## src/rtl/vc_arbiter_if.sv

```systemverilog
// vc_arbiter_if: signal bundle between the VC pop scheduler and its surroundings.
//
// Signals:
//   init       control -> arbiter   synchronous request to enter/hold INIT
//   vc0_empty  fifo    -> arbiter   VC0 FIFO empty flag
//   vc1_empty  fifo    -> arbiter   VC1 FIFO empty flag
//   pause      sink    -> arbiter   downstream almost-full, blocks all pops
//   pop_vc0    arbiter -> fifo/mux  combinational pop for VC0 (pop_delay_vc0)
//   pop_vc1    arbiter -> fifo/mux  combinational pop for VC1 (pop_delay_vc1)
//   valid_out  arbiter -> demux     registered, mux output holds popped data
//   vc_sel_d   arbiter -> demux     registered channel tag of mux output data
//   state      arbiter -> status    registered FSM state
//   idle       arbiter -> status    IDLE with both FIFOs empty
//
// Modports: master = the arbiter, slave = the environment around it.
interface vc_arbiter_if;
    logic       init;
    logic       vc0_empty;
    logic       vc1_empty;
    logic       pause;
    logic       pop_vc0;
    logic       pop_vc1;
    logic       valid_out;
    logic       vc_sel_d;
    logic [1:0] state;
    logic       idle;

    modport master (
        input  init, vc0_empty, vc1_empty, pause,
        output pop_vc0, pop_vc1, valid_out, vc_sel_d, state, idle
    );

    modport slave (
        output init, vc0_empty, vc1_empty, pause,
        input  pop_vc0, pop_vc1, valid_out, vc_sel_d, state, idle
    );
endinterface

```

## src/rtl/vc_arbiter.sv

```systemverilog
// vc_arbiter: pop scheduler for the two-virtual-channel output stage.
//
// Watches the VC0/VC1 FIFO empty flags and downstream pause, and drives at most one
// pop per cycle. valid_out/vc_sel_d are registered so they line up with the registered
// VC mux output.
//
// Ports:
//   clk      single clock, rising edge
//   reset_L  asynchronous active-low reset
//   bus      vc_arbiter_if.master (init, empties, pause in; pops, tags, state, idle out)
//
// Parameters:
//   WEIGHT   max consecutive VC0 pops while VC1 waits (fairness build only), 1..2^CNT_W-1
//   CNT_W    width of the VC0 streak counter
//
// Optional feature: define VC_ARB_FAIR_EN to force a VC1 pop after WEIGHT consecutive
// VC0 pops under contention. Undefined gives strict VC0 priority and no streak counter.
module vc_arbiter #(
    parameter int unsigned WEIGHT = 4,
    parameter int unsigned CNT_W  = 3
) (
    input  logic          clk,
    input  logic          reset_L,
    vc_arbiter_if.master  bus
);

    typedef enum logic [1:0] {
        StReset  = 2'b00,
        StInit   = 2'b01,
        StIdle   = 2'b10,
        StActive = 2'b11
    } state_e;

    if ((WEIGHT < 1) || (WEIGHT > (2 ** CNT_W) - 1)) begin : g_bad_weight
        $error("vc_arbiter: WEIGHT out of range for CNT_W");
    end

    state_e state_q, state_d;
    logic   valid_q, valid_d;
    logic   tag_q, tag_d;
    logic   pop0, pop1;
    logic   any_data;

    assign any_data = !bus.vc0_empty || !bus.vc1_empty;

`ifdef VC_ARB_FAIR_EN
    localparam logic [CNT_W-1:0] WeightC = CNT_W'(WEIGHT);

    logic [CNT_W-1:0] streak_q, streak_d;
    logic             starve;

    // VC0 has used up its burst allowance and VC1 is waiting.
    assign starve = (streak_q == WeightC) && !bus.vc1_empty;
`endif

    // State register
    always_ff @(posedge clk or negedge reset_L) begin
        if (!reset_L) begin
            state_q <= StReset;
        end else begin
            state_q <= state_d;
        end
    end

    // Next-state logic
    always_comb begin
        state_d = state_q;
        if (bus.init && (state_q != StReset)) begin
            state_d = StInit;
        end else begin
            unique case (state_q)
                StReset:  state_d = StInit;
                StInit:   if (!bus.init) state_d = StIdle;
                StIdle:   if (any_data && !bus.pause) state_d = StActive;
                StActive: if (!any_data || bus.pause) state_d = StIdle;
                default:  state_d = StReset;
            endcase
        end
    end

    // Output logic: pops are purely combinational so pause and reset kill them at once.
    always_comb begin
        pop0 = 1'b0;
        pop1 = 1'b0;
        if ((state_q == StActive) && !bus.pause) begin
`ifdef VC_ARB_FAIR_EN
            if (!bus.vc0_empty && !starve) begin
                pop0 = 1'b1;
            end else if (!bus.vc1_empty) begin
                pop1 = 1'b1;
            end
`else
            if (!bus.vc0_empty) begin
                pop0 = 1'b1;
            end else if (!bus.vc1_empty) begin
                pop1 = 1'b1;
            end
`endif
        end
    end

    // Tag pipeline: the tag holds its last channel when nothing is popped.
    always_comb begin
        valid_d = pop0 || pop1;
        tag_d   = (pop0 || pop1) ? pop1 : tag_q;
    end

`ifdef VC_ARB_FAIR_EN
    always_comb begin
        streak_d = streak_q;
        if ((state_q != StActive) || pop1 || bus.vc1_empty) begin
            streak_d = '0;
        end else if (pop0 && (streak_q != WeightC)) begin
            streak_d = streak_q + 1'b1;
        end
    end
`endif

    always_ff @(posedge clk or negedge reset_L) begin
        if (!reset_L) begin
            valid_q  <= 1'b0;
            tag_q    <= 1'b0;
`ifdef VC_ARB_FAIR_EN
            streak_q <= '0;
`endif
        end else begin
            valid_q  <= valid_d;
            tag_q    <= tag_d;
`ifdef VC_ARB_FAIR_EN
            streak_q <= streak_d;
`endif
        end
    end

    assign bus.pop_vc0   = pop0;
    assign bus.pop_vc1   = pop1;
    assign bus.valid_out = valid_q;
    assign bus.vc_sel_d  = tag_q;
    assign bus.state     = state_q;
    assign bus.idle      = (state_q == StIdle) && bus.vc0_empty && bus.vc1_empty;

endmodule

```

## src/flat_wrapper.sv

```systemverilog
// flat-port wrapper written by rule: the top's interface ports become plain ports
module vc_arbiter_flat 
#(
    parameter int unsigned WEIGHT = 4,
    parameter int unsigned CNT_W  = 3
)
  (clk, reset_L, bus_init, bus_vc0_empty, bus_vc1_empty, bus_pause, bus_pop_vc0, bus_pop_vc1, bus_valid_out, bus_vc_sel_d, bus_state, bus_idle);
  vc_arbiter_if bus_i ();
  input  logic clk;
  input  logic reset_L;
  input wire logic [$bits(bus_i.init)-1:0] bus_init;
  input wire logic [$bits(bus_i.vc0_empty)-1:0] bus_vc0_empty;
  input wire logic [$bits(bus_i.vc1_empty)-1:0] bus_vc1_empty;
  input wire logic [$bits(bus_i.pause)-1:0] bus_pause;
  output wire logic [$bits(bus_i.pop_vc0)-1:0] bus_pop_vc0;
  output wire logic [$bits(bus_i.pop_vc1)-1:0] bus_pop_vc1;
  output wire logic [$bits(bus_i.valid_out)-1:0] bus_valid_out;
  output wire logic [$bits(bus_i.vc_sel_d)-1:0] bus_vc_sel_d;
  output wire logic [$bits(bus_i.state)-1:0] bus_state;
  output wire logic [$bits(bus_i.idle)-1:0] bus_idle;
  assign bus_i.init = bus_init;
  assign bus_i.vc0_empty = bus_vc0_empty;
  assign bus_i.vc1_empty = bus_vc1_empty;
  assign bus_i.pause = bus_pause;
  assign bus_pop_vc0 = bus_i.pop_vc0;
  assign bus_pop_vc1 = bus_i.pop_vc1;
  assign bus_valid_out = bus_i.valid_out;
  assign bus_vc_sel_d = bus_i.vc_sel_d;
  assign bus_state = bus_i.state;
  assign bus_idle = bus_i.idle;
  vc_arbiter #(.WEIGHT(WEIGHT), .CNT_W(CNT_W)) u_core (.clk(clk), .reset_L(reset_L), .bus(bus_i));
endmodule
```

## config.mk

```make
export PLATFORM = sky130hd
export DESIGN_NAME = vc_arbiter_flat
export DESIGN_NICKNAME = d
export VERILOG_FILES = /design/src/rtl/vc_arbiter_if.sv /design/src/rtl/vc_arbiter.sv /design/src/flat_wrapper.sv
export SDC_FILE = /design/constraint.sdc
export NUM_CORES = 1
export LEC_CHECK = 0
export CAP_MARGIN = 5
export CORE_AREA = 2 2 39 41
export CTS_CLUSTER_SIZE = 30
export DETAILED_ROUTE_END_ITERATION = 12
export DIE_AREA = 0 0 41 43
export GPL_TIMING_DRIVEN = 0
export HOLD_SLACK_MARGIN = 0.15
export PLACE_DENSITY_LB_ADDON = 0.15
export SYNTH_ARGS = -nofsm -noshare
export SYNTH_HDL_FRONTEND = slang
export SYNTH_SLANG_ARGS = --single-unit
```

## constraint.sdc

```tcl
create_clock -name clk -period 1.2 [get_ports clk]
set_input_delay 0.24 -clock clk [delete_from_list [all_inputs] [get_ports clk]]
set_output_delay 0.24 -clock clk [all_outputs]
set_load 0.005 [all_outputs]
```

# Word level (Yosys, flattened, before mapping)
# Index checks and enable logic that the tools add are counted.
[word_totals]
wordCells = 34
inputBits = 6
output_inout_bits = 7
regBits = 4
[classes]
muxes = 10
n_reduce_logical = 15
n_eq_ne = 6
[ops]
columns = ["op", "count"]
rows = [
  ["$mux W2", 4],
  ["$pmux W2 S4", 1],
  ["$ne A3 B1 Y1 const B", 2],
  ["$logic_and A1 B1 Y1", 5],
  ["$mux W1", 5],
  ["$eq A2 B2 Y1 const B", 2],
  ["$logic_not A1 Y1", 4],
  ["$logic_or A1 B1 Y1", 3],
  ["$ne A3 B2 Y1 const B", 1],
  ["$reduce_and A3 Y1", 1],
  ["$eq A2 B1 Y1 const B", 1],
  ["$logic_not A2 Y1", 1],
  ["$reduce_bool A2 Y1", 1],
]

# Longest topological paths before layout
[depth]
ltp_word = 7
depth_mapped = 2
ltp_nobuf = 2

# Least setup slack after synthesis
# Ideal clock, no wire load.
[synth_timing]
kind = "flip-flop to output port"
startpoint = "reg u_core.state_q[1] (netlist: u_core.bus.state[1])"
endpoint = "out bus_pop_vc1"
t_arrival_ns = 0.760
stages_incl_launch_ff = 3
path_buffers = 0
t_required_ns = 0.960
path_slack_ns = 0.200
cell_sequence = "dfrtp_1 -> nand3b_1 -> nor3b_1"
[synth_via]
elab_chain_len = 3
[synth_rtl]
columns = ["element", "line", "source"]
rows = [
  ["from (decl)", "vc_arbiter.sv:38", "state_e state_q, state_d;"],
  ["from (signal assigned)", "vc_arbiter.sv:59", "state_q <= StReset;"],
  ["from (signal assigned)", "vc_arbiter.sv:61", "state_q <= state_d;"],
  ["$eq A2 B2 Y1", "vc_arbiter.sv:85", "if ((state_q == StActive) && !bus.pause) begin"],
  ["$logic_and A1 B1 Y1", "vc_arbiter.sv:85", ""],
  ["$mux W1", "vc_arbiter.sv:85", ""],
  ["to (decl)", "flat_wrapper.sv:16", "output wire logic [$bits(bus_i.pop_vc1)-1:0] bus_pop_vc1;"],
]
# No other way between the ends.

# Worst setup path after layout
[layout_timing]
startpoint = "reg u_core.state_q[0] (netlist: u_core.bus.state[0])"
endpoint = "out bus_idle"
[layout_via]
elab_chain_len = 3
[layout_rtl]
columns = ["element", "line", "source"]
rows = [
  ["$eq A2 B2 Y1", "vc_arbiter.sv:140", "assign bus.idle = (state_q == StIdle) && bus.vc0_empty && bus.vc1_empty;"],
  ["$logic_and A1 B1 Y1 (2 in series)", "vc_arbiter.sv:140", ""],
  ["to (decl)", "flat_wrapper.sv:20", "output wire logic [$bits(bus_i.idle)-1:0] bus_idle;"],
]
# No other way between the ends.

==> flow_summary.html <==
<table>
<tr><th>Metric</th><th>Value</th></tr>
<tr><th colspan="2">Worst setup path</th></tr>
<tr><td>Cell count of the worst reg-to-reg path</td><td>4</td></tr>
<tr><td>Endpoint arrival time on the critical path</td><td>between 1 and 1.5 ns</td></tr>
<tr><td>Crit-path max FO</td><td>4</td></tr>
<tr><td>Worst-case register-to-register setup slack</td><td>about 0.06 ns</td></tr>
<tr><td>Critical path class</td><td>flip-flop to output pin</td></tr>
<tr><td>Required time of the worst setup path</td><td>about 0.96 ns</td></tr>
<tr><td>Critical Path Source Type</td><td>flip-flop</td></tr>
<tr><td>Reg-to-Reg End</td><td>u_core.bus.vc_sel_d</td></tr>
<tr><td>Crit Reg-Reg Startpoint</td><td>u_core.bus.state[1]</td></tr>
<tr><td>CP Capture Type</td><td>output pin</td></tr>
<tr><th colspan="2">STA</th></tr>
<tr><td>Number of hold violations in the final report</td><td>0</td></tr>
<tr><td>Period minus WS final</td><td>~1.4 ns</td></tr>
<tr><td>Final worst setup slack</td><td>-0.194 ns</td></tr>
<tr><td>Number of failing setup endpoints in the final timing report</td><td>3</td></tr>
<tr><td>Relative slew margins</td><td>between 80% and 90%</td></tr>
<tr><td>Count of pins over their slew limit</td><td>0</td></tr>
<tr><td>Highest Clock Rate</td><td>between 0.7 and 0.8 GHz</td></tr>
<tr><td>Worst clock skew</td><td>between 0.001 and 0.0015 ns</td></tr>
<tr><td>Fraction of the cycle the final worst path needs</td><td>116%</td></tr>
<tr><td>Setup repair after global routing missed its margin</td><td>true</td></tr>
<tr><td>Actual transition at the worst max-transition pin</td><td>0.178 ns</td></tr>
<tr><th colspan="2">Die</th></tr>
<tr><td>Die Y-Extent</td><td>roughly 43 µm</td></tr>
<tr><td>Number of top-level design ports</td><td>13</td></tr>
<tr><td>Die outline area</td><td>1760 µm²</td></tr>
<tr><td>Number of rows in the core area</td><td>14</td></tr>
<tr><td>Starting utilization of the core area</td><td>a little over an eighth</td></tr>
<tr><td>Core area</td><td>1380 µm²</td></tr>
<tr><td>X dimension of the die</td><td>roughly 41 µm</td></tr>
<tr><th colspan="2">Synth</th></tr>
<tr><td>Proportion of netlist area held by the largest area contributor</td><td>a little under three fifths</td></tr>
<tr><td>Cell types occupying the most area after synthesis</td><td>dfrtp_1 56%, nor3b_1 8.3%, and4bb_2 6.9%</td></tr>
<tr><td>Number of enable-type register cells in the synthesized netlist</td><td>0</td></tr>
<tr><td>Share of synthesized cell area in and, or, nand and nor gates</td><td>between 20% and 30%</td></tr>
<tr><td>Share of the synthesized netlist area taken by xor and xnor gates</td><td>0%</td></tr>
<tr><td>Cell area after synthesis</td><td>between 150 and 200 µm²</td></tr>
<tr><td>Primary FF master, synth</td><td>dfrtp_1</td></tr>
<tr><td>Sequential share of the synthesized area</td><td>55.6%</td></tr>
<tr><td>Multiplexer fraction of the synthesized cell area</td><td>0%</td></tr>
<tr><td>Count of state elements after synthesis</td><td>4</td></tr>
<tr><td>Synthesized-area fraction occupied by ao, oa, aoi and oai cells</td><td>about an eighth</td></tr>
<tr><td>Mean Syn Cell Area</td><td>approximately 11 µm²</td></tr>
<tr><td>Synth Area in Adders</td><td>0%</td></tr>
<tr><td>FFs w/ async S/R, synth</td><td>100%</td></tr>
<tr><td>Number of distinct library cell variants in the gate-level netlist after synthesis</td><td>10</td></tr>
<tr><td>Leading area contributor after synthesis</td><td>dfrtp_1</td></tr>
<tr><td>Post-synthesis net count</td><td>22</td></tr>
<tr><td>Synthesized netlist cell count</td><td>16</td></tr>
<tr><td>Number of warnings printed during yosys synthesis</td><td>0</td></tr>
<tr><td>Dominant combinational cell family by area after synthesis</td><td>simple AND/OR/NAND/NOR gates</td></tr>
<tr><td>Leading post-synthesis cells by instance count</td><td>4 x dfrtp_1, 3 x nor2_1, 2 x nor3b_1</td></tr>
<tr><td>Most common cell in the synthesized netlist</td><td>dfrtp_1</td></tr>
<tr><th colspan="2">Route</th></tr>
<tr><td>Detailed-route via count</td><td>between 200 and 250</td></tr>
<tr><td>Final wirelength</td><td>~520 µm</td></tr>
<tr><td>Count of TritonRoute iterations in the first routing pass</td><td>1</td></tr>
<tr><td>Per-cell via count in the routed design</td><td>approximately 3.9</td></tr>
<tr><td>DRC violations left</td><td>0</td></tr>
<tr><td>Remaining number of nets flagged by the antenna check after routing</td><td>0</td></tr>
<tr><td>Number of DRC markers in iteration 0</td><td>0</td></tr>
<tr><td>Detailed-route wire length per cell</td><td>~9.4 µm</td></tr>
<tr><th colspan="2">Clock tree</th></tr>
<tr><td>Number of buffers inserted during clock tree synthesis</td><td>3</td></tr>
<tr><td>CTS HTree Levels</td><td>1</td></tr>
<tr><td>CTS Hold Buffers Added</td><td>0</td></tr>
<tr><td>Latest clock arrival within the worst-skew pair</td><td>between 0.2 and 0.25 ns</td></tr>
<tr><td>Clock slew seen by the registers of the worst setup and hold paths</td><td>roughly 0.040 ns</td></tr>
<tr><td>Clk sinks</td><td>4</td></tr>
<tr><td>CTS root buf</td><td>clkbuf_4</td></tr>
<tr><td>CTS tree</td><td>yes</td></tr>
<tr><td>Clock Path Buffers</td><td>2</td></tr>
<tr><th colspan="2">Power</th></tr>
<tr><td>Logic gate share of total power</td><td>about 24%</td></tr>
<tr><td>Max IR drop VDD</td><td>~0.00054 V</td></tr>
<tr><td>Pleak</td><td>between 0.15 and 0.2 nW</td></tr>
<tr><td>Total internal power</td><td>roughly 0.33 mW</td></tr>
<tr><td>Net switching share of the total power</td><td>a little under a quarter</td></tr>
<tr><td>Tot Pwr</td><td>0.427 mW</td></tr>
<tr><td>Fraction of power consumed by sequential logic</td><td>a little under two fifths</td></tr>
<tr><td>Switch Pwr</td><td>a little under 0.1 mW</td></tr>
<tr><td>Pwr/cell area</td><td>about 1100 nW/µm²</td></tr>
<tr><td>Portion of total power attributed to the clock network</td><td>a little under two fifths</td></tr>
<tr><th colspan="2">Place</th></tr>
<tr><td>Weighted congestion reported at the end of routability-driven placement</td><td>between 0.5 and 0.6</td></tr>
<tr><td>Setup WS pre-CTS</td><td>-0.686 ns</td></tr>
<tr><td>I/O Buffers</td><td>12</td></tr>
<tr><th colspan="2">Hold path</th></tr>
<tr><td>Hold WC Path Type</td><td>input pin to async pin</td></tr>
<tr><th colspan="2">Global routing</th></tr>
<tr><td>Pin count of the biggest net entering global routing</td><td>6</td></tr>
<tr><td>Global router's overall resource usage</td><td>7.06%</td></tr>
<tr><td>Global-route wire length before repair</td><td>around 800 µm</td></tr>
<tr><td>Remaining global-route overflow</td><td>0</td></tr>
<tr><td>Initial antenna violation count</td><td>0</td></tr>
<tr><td>Number of global-route vias before repair</td><td>about 220</td></tr>
<tr><th colspan="2">Final layout</th></tr>
<tr><td>Fin nets</td><td>47</td></tr>
<tr><td>Total area of sequential cells</td><td>around 100 µm²</td></tr>
<tr><td>Area taken by multi-input logic gates</td><td>~86 µm²</td></tr>
<tr><td>Share of final-layout standard cells stronger than drive strength 1</td><td>between 50% and 60%</td></tr>
<tr><td>Layout fillers</td><td>~160</td></tr>
<tr><td>Antenna diode count</td><td>0</td></tr>
<tr><td>Layout area overhead</td><td>114%</td></tr>
<tr><td>Final design utilization</td><td>27.8%</td></tr>
<tr><th colspan="2">Job</th></tr>
<tr><td>Max Cap Viol</td><td>0</td></tr>
<tr><th colspan="2">Outcome</th></tr>
<tr><td>Violations in the final reports</td><td>setup timing</td></tr>
<tr><td>Status</td><td>finished, violations left</td></tr>
</table>
## area by class of cell
| cell class | count | share of cell area, % |
|---|---|---|
| Tap cell | 16 | 5.19 |
| Clock buffer | 3 | 5.84 |
| Multi-Input combinational cell | 11 | 22.4 |
| Timing Repair Buffer | 20 | 39.6 |
| Sequential cell | 4 | 26.0 |
| Inverter | 1 | 0.974 |
## metrics by stage
stage / instances / setup TNS (ns) / instance area [µm²] / hold WS, ns
global route: 55 / -0.665 / 385 / 0.212
CTS: 53 / -0.392 / 379 / 0.207
finish: 55 / -0.465 / 385 / 0.211
floorplan: 16 / 0 / 180 / -0.0556
detailed placement: 44 / -2.17 / 320 / 0.460
global placement: 44 / -2.18 / 320 / 0.455
## cell families after synthesis
| family | count (synthesis) |
|---|---|
| buffers and inverters | 1 |
| and+or+nand+nor | 8 |
| DFF | 4 |
| AOI/OAI and AO/OA | 3 |
## worst max-delay path by stage
stage          slack, ns  cells past startpoint                 from           to
2_1_floorplan       0.20                      2  u_core.bus.state[1]  bus_pop_vc1
3_3_place_gp       -0.69                      4            bus_pause  bus_pop_vc1
3_5_place_dp       -0.69                      4            bus_pause  bus_pop_vc1
4_1_cts            -0.20                      4  u_core.bus.state[0]  bus_pop_vc1
5_1_grt            -0.26                      4  u_core.bus.state[0]  bus_pop_vc1
6_report           -0.19                      4  u_core.bus.state[0]     bus_idle
## what timing repair did
action | CTS | global route
setup endpoints to repair | 7 | 4
resized for setup | 23 | 3
buffers inserted | 6 | 2
pin swaps | 1 | 2
## critical path: stages (launching register included)
cell and delay (ns):
dfrtp_1 0.39, buf_4 0.15, buf_4 0.12, nor3b_2 0.13
buf_2 0.13
## sequential cells by signal, indices dropped and copies added, names as in the netlist
signal                cells
u_core.bus.vc_sel_d       1
u_core.bus.state          2
u_core.bus.valid_out      1
## cell usage in the layout, fill, tap and decap left out
| cell | count |
|---|---|
| nand3b_1 | 1 |
| buf_6 | 1 |
| clkdlybuf4s50_1 | 2 |
| dlygate4sd2_1 | 5 |
| a311o_1 | 1 |
| and4bb_2 | 1 |
| nor3b_2 | 2 |
| a21oi_1 | 1 |
| o22a_1 | 1 |
| nand2_2 | 1 |
| dfrtp_1 | 4 |
| clkbuf_2 | 2 |
| nor2_1 | 3 |
| clkbuf_4 | 3 |
| buf_4 | 7 |
| buf_2 | 3 |
| inv_1 | 1 |
## power groups by stage
stage          logic, mW  registers [mW]  clock network, mW
5_1_grt            0.116           0.163              0.181
3_3_place_gp      0.0892           0.166                  0
2_1_floorplan     0.0225           0.166                  0
3_5_place_dp      0.0895           0.165                  0
6_report           0.104           0.161              0.161
4_1_cts           0.0993           0.162              0.172
## per-layer routing
layer | GRT usage, % | vias up | wire length (µm)
met5 | 0 | - | 0
met1 | 7.49 | 101 | 195
met2 | 9.38 | 8 | 254
met3 | 4.19 | 0 | 69
met4 | 6.00 | 0 | 0
li1 | - | 106 | -
Power figures use the tool's default switching activity.
